==> config.mk <==
export PLATFORM = sky130hd
export DESIGN_NAME = spi_slave
export DESIGN_NICKNAME = d
export VERILOG_FILES = /design/src/rtl/spi_slave_pkg.sv /design/src/rtl/spi_slave_sync_edge.sv /design/src/rtl/spi_slave.sv
export SDC_FILE = /design/constraint.sdc
export NUM_CORES = 1
export LEC_CHECK = 0
export ABC_CLOCK_PERIOD_IN_PS = 2300
export CAP_MARGIN = 10
export CELL_PAD_IN_SITES_DETAIL_PLACEMENT = 1
export CELL_PAD_IN_SITES_GLOBAL_PLACEMENT = 1
export CORE_MARGIN = 3
export CORE_UTILIZATION = 42
export DETAILED_ROUTE_END_ITERATION = 8
export PLACE_DENSITY_LB_ADDON = 0.05
export SETUP_SLACK_MARGIN = 0.3
export SYNTH_ARGS = -nofsm -noshare
export SYNTH_HDL_FRONTEND = slang
export SYNTH_HIERARCHICAL = 1
export SYNTH_SLANG_ARGS = --single-unit
==> constraint.sdc <==
create_clock -name clk -period 2.3 [get_ports clk]
set_clock_uncertainty 0.1 [all_clocks]
set_input_delay 0.345 -clock clk [delete_from_list [all_inputs] [get_ports clk]]
set_output_delay 0.345 -clock clk [all_outputs]
set_load 0.05 [all_outputs]
==> src/rtl/spi_slave_pkg.sv <==
// Shared definitions for the SPI responder.
// Contents: frame state encoding, default fill byte and a saturating
// byte-counter increment.
package spi_slave_pkg;

    typedef enum logic [1:0] {
        ST_WAIT_IDLE = 2'd0,
        ST_IDLE      = 2'd1,
        ST_ACTIVE    = 2'd2
    } spi_state_e;

    localparam logic [7:0] DEFAULT_FILL_BYTE = 8'hFF;

    function automatic logic [7:0] sat_inc8(input logic [7:0] v);
        return (v == 8'hFF) ? v : v + 8'd1;
    endfunction

endpackage

==> src/rtl/spi_slave_sync_edge.sv <==
// Multi-flop synchronizer with rise/fall detection on the synchronized level.
// Ports:
//   clk, rst_n  : system clock, asynchronous active-low reset
//   d_i         : asynchronous input
//   level_o     : synchronized level
//   rise_o      : 1-cycle pulse on a 0->1 change of level_o
//   fall_o      : 1-cycle pulse on a 1->0 change of level_o
module spi_slave_sync_edge #(
    parameter int   STAGES    = 2,
    parameter logic RESET_VAL = 1'b0
) (
    input  logic clk,
    input  logic rst_n,
    input  logic d_i,
    output logic level_o,
    output logic rise_o,
    output logic fall_o
);

    logic [STAGES-1:0] chain_q, chain_d;
    logic              prev_q, prev_d;

    always_comb begin
        chain_d = {chain_q[STAGES-2:0], d_i};
        prev_d  = chain_q[STAGES-1];
    end

    always_ff @(posedge clk or negedge rst_n) begin
        if (!rst_n) begin
            chain_q <= {STAGES{RESET_VAL}};
            prev_q  <= RESET_VAL;
        end else begin
            chain_q <= chain_d;
            prev_q  <= prev_d;
        end
    end

    assign level_o = chain_q[STAGES-1];
    assign rise_o  = chain_q[STAGES-1] & ~prev_q;
    assign fall_o  = ~chain_q[STAGES-1] & prev_q;

endmodule

==> src/rtl/spi_slave.sv <==
// Byte-oriented SPI mode-0 responder, MSB first, oversampled in the clk domain.
// Ports:
//   clk, _reset            : system clock, asynchronous active-low reset
//   _cs_i, sclk_i, mosi_i  : raw SPI inputs from the master
//   miso_o, miso_oe        : slave output data and its enable (high while ACTIVE)
//   rx_data, rx_valid      : last complete received byte and its 1-cycle strobe
//   tx_data, tx_valid      : next byte to send, offered by the user
//   tx_ack, tx_underrun    : tx_data consumed / FILL_BYTE loaded instead
//   frame_start, frame_end : _cs assertion / deassertion pulses
//   frame_err              : frame ended on a partial byte
//   byte_cnt               : complete bytes in the current frame (saturating)
module spi_slave
    import spi_slave_pkg::*;
#(
    parameter logic [7:0] FILL_BYTE   = DEFAULT_FILL_BYTE,
    parameter int         SYNC_STAGES = 2
) (
    input  logic       clk,
    input  logic       _reset,
    input  logic       _cs_i,
    input  logic       sclk_i,
    input  logic       mosi_i,
    output logic       miso_o,
    output logic       miso_oe,
    output logic [7:0] rx_data,
    output logic       rx_valid,
    input  logic [7:0] tx_data,
    input  logic       tx_valid,
    output logic       tx_ack,
    output logic       tx_underrun,
    output logic       frame_start,
    output logic       frame_end,
    output logic       frame_err,
    output logic [7:0] byte_cnt
);

    logic cs_lvl, cs_rise, cs_fall;
    logic sclk_lvl_unused, sclk_rise, sclk_fall;
    logic mosi_s;

    // _cs synchronizer resets to "asserted" so a frame already running at
    // reset release cannot be mistaken for a fresh _cs falling edge.
    spi_slave_sync_edge #(.STAGES(SYNC_STAGES), .RESET_VAL(1'b0)) u_cs_sync (
        .clk(clk), .rst_n(_reset), .d_i(_cs_i),
        .level_o(cs_lvl), .rise_o(cs_rise), .fall_o(cs_fall)
    );

    spi_slave_sync_edge #(.STAGES(SYNC_STAGES), .RESET_VAL(1'b0)) u_sclk_sync (
        .clk(clk), .rst_n(_reset), .d_i(sclk_i),
        .level_o(sclk_lvl_unused), .rise_o(sclk_rise), .fall_o(sclk_fall)
    );

    // mosi only needs the same delay as sclk so it lines up with sclk_rise.
    logic [SYNC_STAGES-1:0] mosi_sync_q, mosi_sync_d;
    assign mosi_sync_d = {mosi_sync_q[SYNC_STAGES-2:0], mosi_i};
    assign mosi_s      = mosi_sync_q[SYNC_STAGES-1];

    spi_state_e state_q, state_d;
    logic       miso_q, miso_d;
    logic [6:0] rx_shift_q, rx_shift_d;
    logic [7:0] tx_shift_q, tx_shift_d;
    logic [7:0] rx_data_q, rx_data_d;
    logic [2:0] bit_cnt_q, bit_cnt_d;
    logic [7:0] byte_cnt_q, byte_cnt_d;
    logic       rx_valid_q, rx_valid_d;
    logic       tx_ack_q, tx_ack_d;
    logic       tx_underrun_q, tx_underrun_d;
    logic       frame_start_q, frame_start_d;
    logic       frame_end_q, frame_end_d;
    logic       frame_err_q, frame_err_d;
    logic [7:0] load_byte;

    assign load_byte = tx_valid ? tx_data : FILL_BYTE;

    always_comb begin
        state_d       = state_q;
        miso_d        = miso_q;
        rx_shift_d    = rx_shift_q;
        tx_shift_d    = tx_shift_q;
        rx_data_d     = rx_data_q;
        bit_cnt_d     = bit_cnt_q;
        byte_cnt_d    = byte_cnt_q;
        rx_valid_d    = 1'b0;
        tx_ack_d      = 1'b0;
        tx_underrun_d = 1'b0;
        frame_start_d = 1'b0;
        frame_end_d   = 1'b0;
        frame_err_d   = 1'b0;

        case (state_q)
            ST_WAIT_IDLE: begin
                miso_d = 1'b1;
                if (cs_lvl) state_d = ST_IDLE;
            end
            ST_IDLE: begin
                miso_d = 1'b1;
                if (cs_fall) begin
                    frame_start_d = 1'b1;
                    byte_cnt_d    = 8'd0;
                    bit_cnt_d     = 3'd0;
                    tx_shift_d    = load_byte;
                    tx_ack_d      = tx_valid;
                    tx_underrun_d = ~tx_valid;
                    miso_d        = load_byte[7];
                    state_d       = ST_ACTIVE;
                end
            end
            ST_ACTIVE: begin
                if (sclk_rise) begin
                    rx_shift_d = {rx_shift_q[5:0], mosi_s};
                    bit_cnt_d  = bit_cnt_q + 3'd1;
                    if (bit_cnt_q == 3'd7) begin
                        rx_data_d  = {rx_shift_q, mosi_s};
                        rx_valid_d = 1'b1;
                        byte_cnt_d = sat_inc8(byte_cnt_q);
                    end
                end
                // A falling sclk coinciding with _cs release is the tail of
                // the last byte, so it must not pull in another tx byte.
                if (sclk_fall && !cs_rise) begin
                    if (bit_cnt_q == 3'd0) begin
                        tx_shift_d    = load_byte;
                        tx_ack_d      = tx_valid;
                        tx_underrun_d = ~tx_valid;
                    end else begin
                        tx_shift_d = {tx_shift_q[6:0], 1'b0};
                    end
                    miso_d = tx_shift_d[7];
                end
                // bit_cnt_d already includes a same-cycle sclk rise, so a bit
                // completing the byte here is not reported as partial.
                if (cs_rise) begin
                    frame_end_d = 1'b1;
                    frame_err_d = (bit_cnt_d != 3'd0);
                    bit_cnt_d   = 3'd0;
                    miso_d      = 1'b1;
                    state_d     = ST_IDLE;
                end
            end
            default: state_d = ST_WAIT_IDLE;
        endcase
    end

    always_ff @(posedge clk or negedge _reset) begin
        if (!_reset) begin
            state_q       <= ST_WAIT_IDLE;
            mosi_sync_q   <= '0;
            miso_q        <= 1'b1;
            rx_shift_q    <= '0;
            tx_shift_q    <= '0;
            rx_data_q     <= '0;
            bit_cnt_q     <= '0;
            byte_cnt_q    <= '0;
            rx_valid_q    <= 1'b0;
            tx_ack_q      <= 1'b0;
            tx_underrun_q <= 1'b0;
            frame_start_q <= 1'b0;
            frame_end_q   <= 1'b0;
            frame_err_q   <= 1'b0;
        end else begin
            state_q       <= state_d;
            mosi_sync_q   <= mosi_sync_d;
            miso_q        <= miso_d;
            rx_shift_q    <= rx_shift_d;
            tx_shift_q    <= tx_shift_d;
            rx_data_q     <= rx_data_d;
            bit_cnt_q     <= bit_cnt_d;
            byte_cnt_q    <= byte_cnt_d;
            rx_valid_q    <= rx_valid_d;
            tx_ack_q      <= tx_ack_d;
            tx_underrun_q <= tx_underrun_d;
            frame_start_q <= frame_start_d;
            frame_end_q   <= frame_end_d;
            frame_err_q   <= frame_err_d;
        end
    end

    assign miso_o      = miso_q;
    assign miso_oe     = (state_q == ST_ACTIVE);
    assign rx_data     = rx_data_q;
    assign rx_valid    = rx_valid_q;
    assign tx_ack      = tx_ack_q;
    assign tx_underrun = tx_underrun_q;
    assign frame_start = frame_start_q;
    assign frame_end   = frame_end_q;
    assign frame_err   = frame_err_q;
    assign byte_cnt    = byte_cnt_q;

endmodule

==> results.yml, run 1 <==
global_routing:
  antenna_found_initial: 0
  track_usage_pct: 17.6
  grt_overflow_total: 0
  grt_pass1_vias: 1747
  grt_pass1_wl_mm: 8.65
  grt_max_degree: 29
worst_hold_path:
  min_path_type: "flip-flop to flip-flop"
clocking:
  root_buffer: "clkbuf_8"
  cts_htree_levels: 2
  max-clock-path-buffers: 2
  path_clk_slew_ns: 0.10
  cts.sinks: 50
  clk_latency_ns: 0.30
  cts_tree: "built"
  cts_made_buffers: 5
sta:
  drv_slew: 0
  setup_viol: 0
  fmax_mhz: 517
  post-route-min-period_ns: 1.94
  fin_tns_setup_ns: 0
  slew_headroom_pct: 60.4
  fin_crit_sh_pct: 84.2
  tightest_slew_ns: 0.594
  finalHoldViolCount: 0
  rsz0062_at_grt: "yes"
setup_path:
  crit_path_start_kind: "flip-flop"
  path_class: "flip-flop to flip-flop"
  worstPathArrival_ns: 2.03
  cp-end-kind: "flip-flop"
  path_max_fanout: 6
  cp.required_ns: 2.39
pwr:
  powerDensity_nw_per_um2: 867
  vdd_drop_max_uv: 411
  leakagePower_nw: 1.44
run_status:
  status: "finished clean"
layout:
  nNetsFinal: 263
  diodes: 0
  syn_to_final_growth_pct: 26.7
  drive_above_1_share_pct: 21.9
  fin_area_um2: 2910
place:
  hpwl_mm: 3.88
  place_congestion: 0.739
  post_dp_cell_area_um2: 2760
  io_buffer_count: 37
floorplanning:
  core_region_area_um2: 5200
  num_io_pins: 38
  dieArea_um2: 6400
  die_x_um: 80.0
  start_util_pct: 44.2
  std_cell_rows: 26
  die_y_um: 80.0
synth:
  ys_top_cells_by_area: "dfrtp_1, mux2_2, ha_1"
  synth_top_cell_area_share_pct: 53.3
  synth_area_um2: 2300
  synth_seq_cells: 50
  seq_area_frac_synth_pct: 54.5
  synthCells: 192
  synth_top_area_cell: "dfrtp_1"
  ys.warnings.count: 6
  synth_area_per_cell_um2: 12.0
  syn-num-nets: 214
  synth_cell_types: 49
job:
  cap_violations: 0
routing:
  ant_nets: 0
  first_iter_violations: 45
  drc: 0
  via_per_inst: 5.26
  detailedRoute.firstPassIterationCount: 4
  wl_per_cell_um: 16.7
  vias: 1642
  routed_wl_mm: 5.21
[synthesized netlist by cell type, drive strengths merged]
cell type	n
nand4	2
nand2b	2
dfstp	1
a22oi	1
or2	1
nor2b	3
inv	11
nand3b	1
and4	1
mux2	19
or2b	1
or4	1
o2111ai	1
nor4b	3
nand3	5
clkbuf	1
o211ai	1
nor3	2
o221ai	1
nor2	17
o41ai	1
dfrtp	49
and3	3
nor3b	7
o22a	1
o2bb2ai	1
and2	1
ha	8
o31ai	6
a311oi	1
nand2	12
a22o	4
or3	1
a311o	1
nor4	1
o21ai	9
clkinv	2
a211o	3
buf	4
and2b	2
[layer usage]
| layer | global-route usage [%] | part of all wire [%] | up-vias |
|---|---|---|---|
| met5 | 0 | 0 | - |
| met4 | 4.90 | 1.1 | 0 |
| met3 | 4.29 | 3.3 | 7 |
| met2 | 31.4 | 54 | 32 |
| met1 | 20.8 | 41 | 820 |
| li1 | - | - | 783 |
[timing repair]
item | in CTS | in global routing
gates resized for setup | 12 | 3
endpoints found under the hold margin | 25 | 0
pin swaps | 0 | 1
setup endpoints to repair | 16 | 8
setup buffers | 0 | 4
hold buffers | 1 | 0
gates cloned | 0 | 0
[placed cells by master, fill, tap and decap left out, drive strengths merged, types with 4 or more instances in the layout]
cell type / count
dfrtp: 49
clkdlybuf4s50: 24
mux2: 19
nor2: 17
nand2: 12
inv: 12
buf: 11
dlygate4sd2: 9
o21ai: 9
ha: 8
nor3b: 7
o31ai: 6
clkbuf: 5
nand3: 5
a22o: 4
clkinv: 4
[path summary, 6_finish.rpt]
| path | end | from | slack, ns | cells past startpoint |
|---|---|---|---|---|
| max in group asynchronous | bit_cnt_q[1] | _reset | 1.02 | 3 |
| setup reg to reg | byte_cnt[6] | state_q[1] | 0.36 | 6 |
| min in group asynchronous | frame_end | _reset | 0.47 | 2 |
| setup / recovery | byte_cnt[6] | state_q[1] | 0.36 | 6 |
| hold reg to reg | mosi_sync_q[1] | mosi_sync_q[0] | 0.26 | 0 |
| hold / removal | mosi_sync_q[1] | mosi_sync_q[0] | 0.26 | 0 |
[critical path: stages (launching register included)]
cell	delay, ns
dfrtp_1	0.41
inv_1	0.09
ha_2	0.23
inv_1	0.10
or3_4	0.38
and3_1	0.20
a311o_1	0.31
[cell families after synthesis]
family | after synthesis | synth area share (%)
AOI/OAI and AO/OA | 31 | 11.4
DFF | 50 | 54.5
and+or+nand+nor | 66 | 16.5
muxes | 19 | 9.30
adders and majority gates | 8 | 4.35
buffers and inverters | 18 | 4.03
[stage by stage]
step	hold slack, ns	total power [W]	instances	util [%]	setup slack [ns]
2_1_floorplan	-0.0506	0.00174	192	-	0.354
3_3_place_gp	0.234	0.00189	299	53.1	0.381
3_5_place_dp	0.236	0.00196	299	53.1	0.216
4_1_cts	0.259	0.00252	308	55.2	0.323
5_1_grt	0.273	0.00271	312	56.0	0.273
6_report	0.259	0.00252	312	56.0	0.364
[sequential cells by signal, summed over array words and instances, names as in the netlist]
signal / count
u_cs_sync/prev_q: 1
state_q: 2
u_sclk_sync/chain_q: 2
byte_cnt: 8
rx_data: 8
tx_shift_q: 7
frame_err: 1
frame_start: 1
tx_ack: 1
mosi_sync_q: 2
miso_o: 1
u_cs_sync/chain_q: 2
u_sclk_sync/prev_q: 1
bit_cnt_q: 3
rx_valid: 1
rx_shift_q: 7
frame_end: 1
tx_underrun: 1
[final cells by class]
class	instances	area [um2]
Clock inverter	3	28.8
Timing Repair Buffer	47	447
Multi-Input combinational cell	124	975
Sequential cell	50	1250
Clock buffer	5	68.8
Fill cell	551	2290
Tap cell	70	87.6
Inverter	13	53.8
[report_power, final]
part | total, W | internal, W | leakage, nW | switching, W
clock network | 0.000538 | 0.000226 | 0.0502 | 0.000312
registers | 0.00111 | 0.00102 | 0.655 | 0.0000853
logic | 0.000878 | 0.000381 | 0.730 | 0.000497
No activity file was read; power rests on OpenSTA's default activity.
==> run 2: changes to the inputs <==
--- a/config.mk
+++ b/config.mk
@@ -5,12 +5,12 @@
 export SDC_FILE = /design/constraint.sdc
 export NUM_CORES = 1
 export LEC_CHECK = 0
-export ABC_CLOCK_PERIOD_IN_PS = 2300
+export ABC_CLOCK_PERIOD_IN_PS = 1650
 export CAP_MARGIN = 10
 export CELL_PAD_IN_SITES_DETAIL_PLACEMENT = 1
 export CELL_PAD_IN_SITES_GLOBAL_PLACEMENT = 1
 export CORE_MARGIN = 3
-export CORE_UTILIZATION = 42
+export CORE_UTILIZATION = 38
 export DETAILED_ROUTE_END_ITERATION = 8
 export PLACE_DENSITY_LB_ADDON = 0.05
 export SETUP_SLACK_MARGIN = 0.3
==> constraint.sdc (replaced) <==
create_clock -name clk -period 1.65 [get_ports clk]
set_clock_uncertainty 0.1 [all_clocks]
set_input_delay 0.2475 -clock clk [delete_from_list [all_inputs] [get_ports clk]]
set_output_delay 0.2475 -clock clk [all_outputs]
set_load 0.05 [all_outputs]
==> results.yml, run 2 (synthesized netlist as in run 1, its figures left out) <==
run_status:
  status: "complete, but fails checks"
  violations: "negative setup slack"
layout:
  final_util_pct: 67.0
  nNetsFinal: 306
  layout_commonest_cell: "buf_4"
  diodes: 0
  drive_above_1_share_pct: 59.3
  syn_to_final_growth_pct: 65.5
  nFillCells: 548
  final_cell_mix: "buf_4, dfrtp_1, buf_6, nor2_1, buf_12"
  final_cells: 357
sta:
  drv_slew: 0
  finalHoldViolCount: 0
  tightest_slew_ns: 0.408
  slew_headroom_pct: 72.8
  fin_tns_setup_ns: -3.52
  rsz0062_at_grt: "yes"
  setup_viol: 36
  hold_slack_ns: 0.259
  worst_slack_ns: -0.177
  post-route-min-period_ns: 1.83
  fmax_mhz: 547
  fin_crit_sh_pct: 111
floorplanning:
  std_cell_rows: 27
  dieArea_um2: 7020
  die_y_um: 83.8
  start_util_pct: 40.5
  num_io_pins: 38
  core_region_area_um2: 5680
  die_x_um: 83.8
routing:
  first_iter_violations: 42
  ant_nets: 0
  via_per_inst: 5.46
  routed_wl_mm: 7.42
  drc: 0
  detailedRoute.firstPassIterationCount: 4
  wl_per_cell_um: 20.8
  vias: 1949
global_routing:
  global_route.usage.met2_pct: 37.5
  use_met1_pct: 24.7
  busiest_layer: "met2"
  met3_usage_pct: 4.05
  grt_pass1_wl_mm: 11.3
  grt_pass1_vias: 2119
  track_usage_pct: 20.3
  antenna_found_initial: 0
  grt_overflow_total: 0
  grt_max_degree: 37
job:
  cap_violations: 0
pwr:
  powerDensity_nw_per_um2: 1290
  leakagePower_nw: 1.76
  vdd_drop_max_uv: 930
  power_w: 0.00492
clocking:
  root_buffer: "clkbuf_8"
  cts_htree_levels: 2
  cts_tree: "built"
  max-clock-path-buffers: 2
  clk_latency_ns: 0.31
  cts.sinks: 50
  path_clk_slew_ns: 0.10
  cts_made_buffers: 5
place:
  place_congestion: 0.907
  placed_cells: 331
  hpwl_mm: 4.31
  io_buffer_count: 37
setup_path:
  crit_path_start_kind: "flip-flop"
  cp.required_ns: 1.75
  path_max_fanout: 8
  worstPathArrival_ns: 1.93
  path_class: "flip-flop to flip-flop"
  cp-end-kind: "flip-flop"
worst_hold_path:
  min_path_type: "flip-flop to flip-flop"
-- run 2: cell types whose count changed in the layout (fill, tap and decap cells not counted), sizes merged --
| cell | change |
|---|---|
| buf | +65 |
| dlymetal6s2s | -2 |
| clkdlybuf4s50 | -12 |
| clkinv | -1 |
| a211o | +1 |
| inv | -1 |
| bufinv | +2 |
| dlygate4sd2 | -9 |
-- run 2: through the flow --
| step | setup slack (ns) | cell area (um2) |
|---|---|---|
| after floorplan | -0.139 | 2400 |
| after global placement | -0.0937 | 3160 |
| after detailed placement | -0.236 | 3160 |
| after CTS | -0.153 | 3560 |
| after global routing | -0.205 | 3800 |
| final | -0.177 | 3800 |
-- run 2: final cells by class --
type                    instances  area [um2]  share of cell area, %
well taps                      72        90.1                   2.37
repair buffers                 89         936                   24.6
clock inverters                 3        68.8                   1.81
clock buffers                   5        68.8                   1.81
multi-input cells             125        1320                   34.7
flip-flops and latches         50        1260                   33.2
inverters                      13        56.3                   1.48
-- run 2: path summary, 6_finish.rpt --
path                                       end  depth (start not counted)  slack [ns]           start
worst max register to register     byte_cnt[6]                          6       -0.18      state_q[1]
max in group asynchronous           state_q[0]                          3        0.62          _reset
worst max-delay path               byte_cnt[6]                          6       -0.18      state_q[1]
min in group asynchronous          byte_cnt[3]                          2        0.29          _reset
worst min register to register  mosi_sync_q[1]                          0        0.26  mosi_sync_q[0]
worst min-delay path            mosi_sync_q[1]                          0        0.26  mosi_sync_q[0]
-- run 2: worst max-delay path, stage by stage (launching register included) --
cell	delay, ns
dfrtp_1	0.42
inv_2	0.10
ha_4	0.16
or2b_1	0.32
o211ai_4	0.18
nor4b_1	0.09
a311o_1	0.33
-- run 2: report_power, final --
group / switching, W / internal, W
clock: 0.000436 / 0.000608
sequential: 0.000163 / 0.00143
combinational: 0.00116 / 0.00113
total: 0.00176 / 0.00317
-- run 2: timing repair --
action                     CTS  global route
buffers inserted             7             8
hold endpoints to repair    13             0
cloned                       1             1
resized for setup           44            41
pin swaps                   11            19
hold buffers                 1             0
setup endpoints to repair   50            50
-- run 2: metal layers --
metal,vias to the layer above,routed length (um)
met1,1015,3010
met4,0,107
met2,47,4050
met3,12,253
li1,875,-
met5,-,0
==> run 3: changes to the inputs <==
--- a/config.mk
+++ b/config.mk
@@ -12,6 +12,7 @@
 export CORE_MARGIN = 3
 export CORE_UTILIZATION = 38
 export DETAILED_ROUTE_END_ITERATION = 8
+export MAX_ROUTING_LAYER = met4
 export PLACE_DENSITY_LB_ADDON = 0.05
 export SETUP_SLACK_MARGIN = 0.3
 export SYNTH_ARGS = -nofsm -noshare
==> results.yml, run 3 (synthesized netlist as in run 1, its figures left out) <==
run_status:
  status: "complete, but fails checks"
  violations: "negative setup slack"
clocking:
  clk_latency_ns: 0.31
  max-clock-path-buffers: 2
  root_buffer: "clkbuf_8"
  cts_tree: "built"
  cts_htree_levels: 2
  cts_made_buffers: 5
  path_clk_slew_ns: 0.10
  cts.sinks: 50
layout:
  fin_area_um2: 3800
  final_cell_mix: "buf_4, dfrtp_1, buf_6, nor2_1, buf_12"
  drive_above_1_share_pct: 59.3
  syn_to_final_growth_pct: 65.5
  final_util_pct: 67.0
  diodes: 0
  nNetsFinal: 306
  layout_commonest_cell: "buf_4"
worst_hold_path:
  min_path_type: "flip-flop to flip-flop"
sta:
  fmax_mhz: 551
  tightest_slew_ns: 0.412
  fin_tns_setup_ns: -3.28
  finalHoldViolCount: 0
  worst_slack_ns: -0.166
  post-route-min-period_ns: 1.82
  rsz0062_at_grt: "yes"
  fin_crit_sh_pct: 110
  setup_viol: 36
  slew_headroom_pct: 72.5
  drv_slew: 0
setup_path:
  path_max_fanout: 8
  path_class: "flip-flop to flip-flop"
  worstPathArrival_ns: 1.91
  cp-end-kind: "flip-flop"
  cp.required_ns: 1.75
  crit_path_start_kind: "flip-flop"
pwr:
  leakagePower_nw: 1.76
  powerDensity_nw_per_um2: 1290
  power_w: 0.00492
  vdd_drop_max_uv: 929
floorplanning:
  num_io_pins: 38
  start_util_pct: 40.5
  die_y_um: 83.8
  std_cell_rows: 27
  die_x_um: 83.8
  core_region_area_um2: 5680
  dieArea_um2: 7020
routing:
  drc: 0
  via_per_inst: 5.39
  vias: 1923
  ant_nets: 0
  wl_per_cell_um: 20.8
  first_iter_violations: 43
  routed_wl_mm: 7.41
  detailedRoute.firstPassIterationCount: 4
place:
  place_congestion: 0.923
  hpwl_mm: 4.31
  post-place-ws_ns: -0.236
  io_buffer_count: 37
  post_dp_cell_area_um2: 3160
global_routing:
  grt_pass1_vias: 2122
  antenna_found_initial: 0
  track_usage_pct: 20.8
  grt_pass1_wl_mm: 11.3
  grt_overflow_total: 0
  grt_max_degree: 37
job:
  cap_violations: 0
[run 3: cell counts in the layout (fill, tap and decap cells not counted)]
No cell type changed its count.
[run 3: worst paths after layout]
| path | startpoint | to | slack, ns | cells past startpoint |
|---|---|---|---|---|
| max | state_q[1] | byte_cnt[6] | -0.17 | 6 |
| min | mosi_sync_q[0] | mosi_sync_q[1] | 0.26 | 0 |
| max reg2reg | state_q[1] | byte_cnt[6] | -0.17 | 6 |
| min reg2reg | mosi_sync_q[0] | mosi_sync_q[1] | 0.26 | 0 |
| max in group asynchronous | _reset | state_q[0] | 0.62 | 3 |
| min in group asynchronous | _reset | byte_cnt[4] | 0.30 | 2 |
[run 3: cell type report]
cell class	count	area, um2
timing repair buffer	89	936
tap	72	90.1
multi-input combinational	125	1320
clock buffer	5	68.8
clock inverter	3	68.8
sequential	50	1260
inverter	13	56.3
fill	548	1870
[run 3: timing repair]
item / CTS / global route
gates resized for setup: 44 / 41
endpoints found under the hold margin: 13 / 0
endpoints found under the setup margin: 50 / 50
pin swaps: 11 / 19
hold buffers: 1 / 0
buffers inserted: 7 / 8
cloned: 1 / 1
[run 3: per-layer routing]
layer / vias to the layer above / wire [um] / track usage [%]
met3: 12 / 263 / 3.95
met2: 47 / 4040 / 37.7
met5: - / 0 / -
li1: 870 / - / -
met4: 0 / 104 / 3.36
met1: 994 / 3000 / 24.5
[run 3: critical path, stage by stage, from the launching register on]
cell      delay, ns
dfrtp_1        0.42
inv_2          0.10
ha_4           0.16
or2b_1         0.31
o211ai_4       0.18
nor4b_1        0.09
a311o_1        0.33
[run 3: power by group]
group / internal (W) / switching [W] / leakage, nW
Sequential: 0.00143 / 0.000161 / 0.640
Combinational: 0.00113 / 0.00115 / 1.06
Clock: 0.000608 / 0.000438 / 0.0683
Total: 0.00317 / 0.00175 / 1.76
[run 3: stage by stage]
| step | hold slack, ns | std cells |
|---|---|---|
| 2_1_floorplan | -0.148 | 192 |
| 3_3_place_gp | 0.0832 | 331 |
| 3_5_place_dp | 0.0977 | 331 |
| 4_1_cts | 0.265 | 348 |
| 5_1_grt | 0.261 | 357 |
| 6_report | 0.260 | 357 |
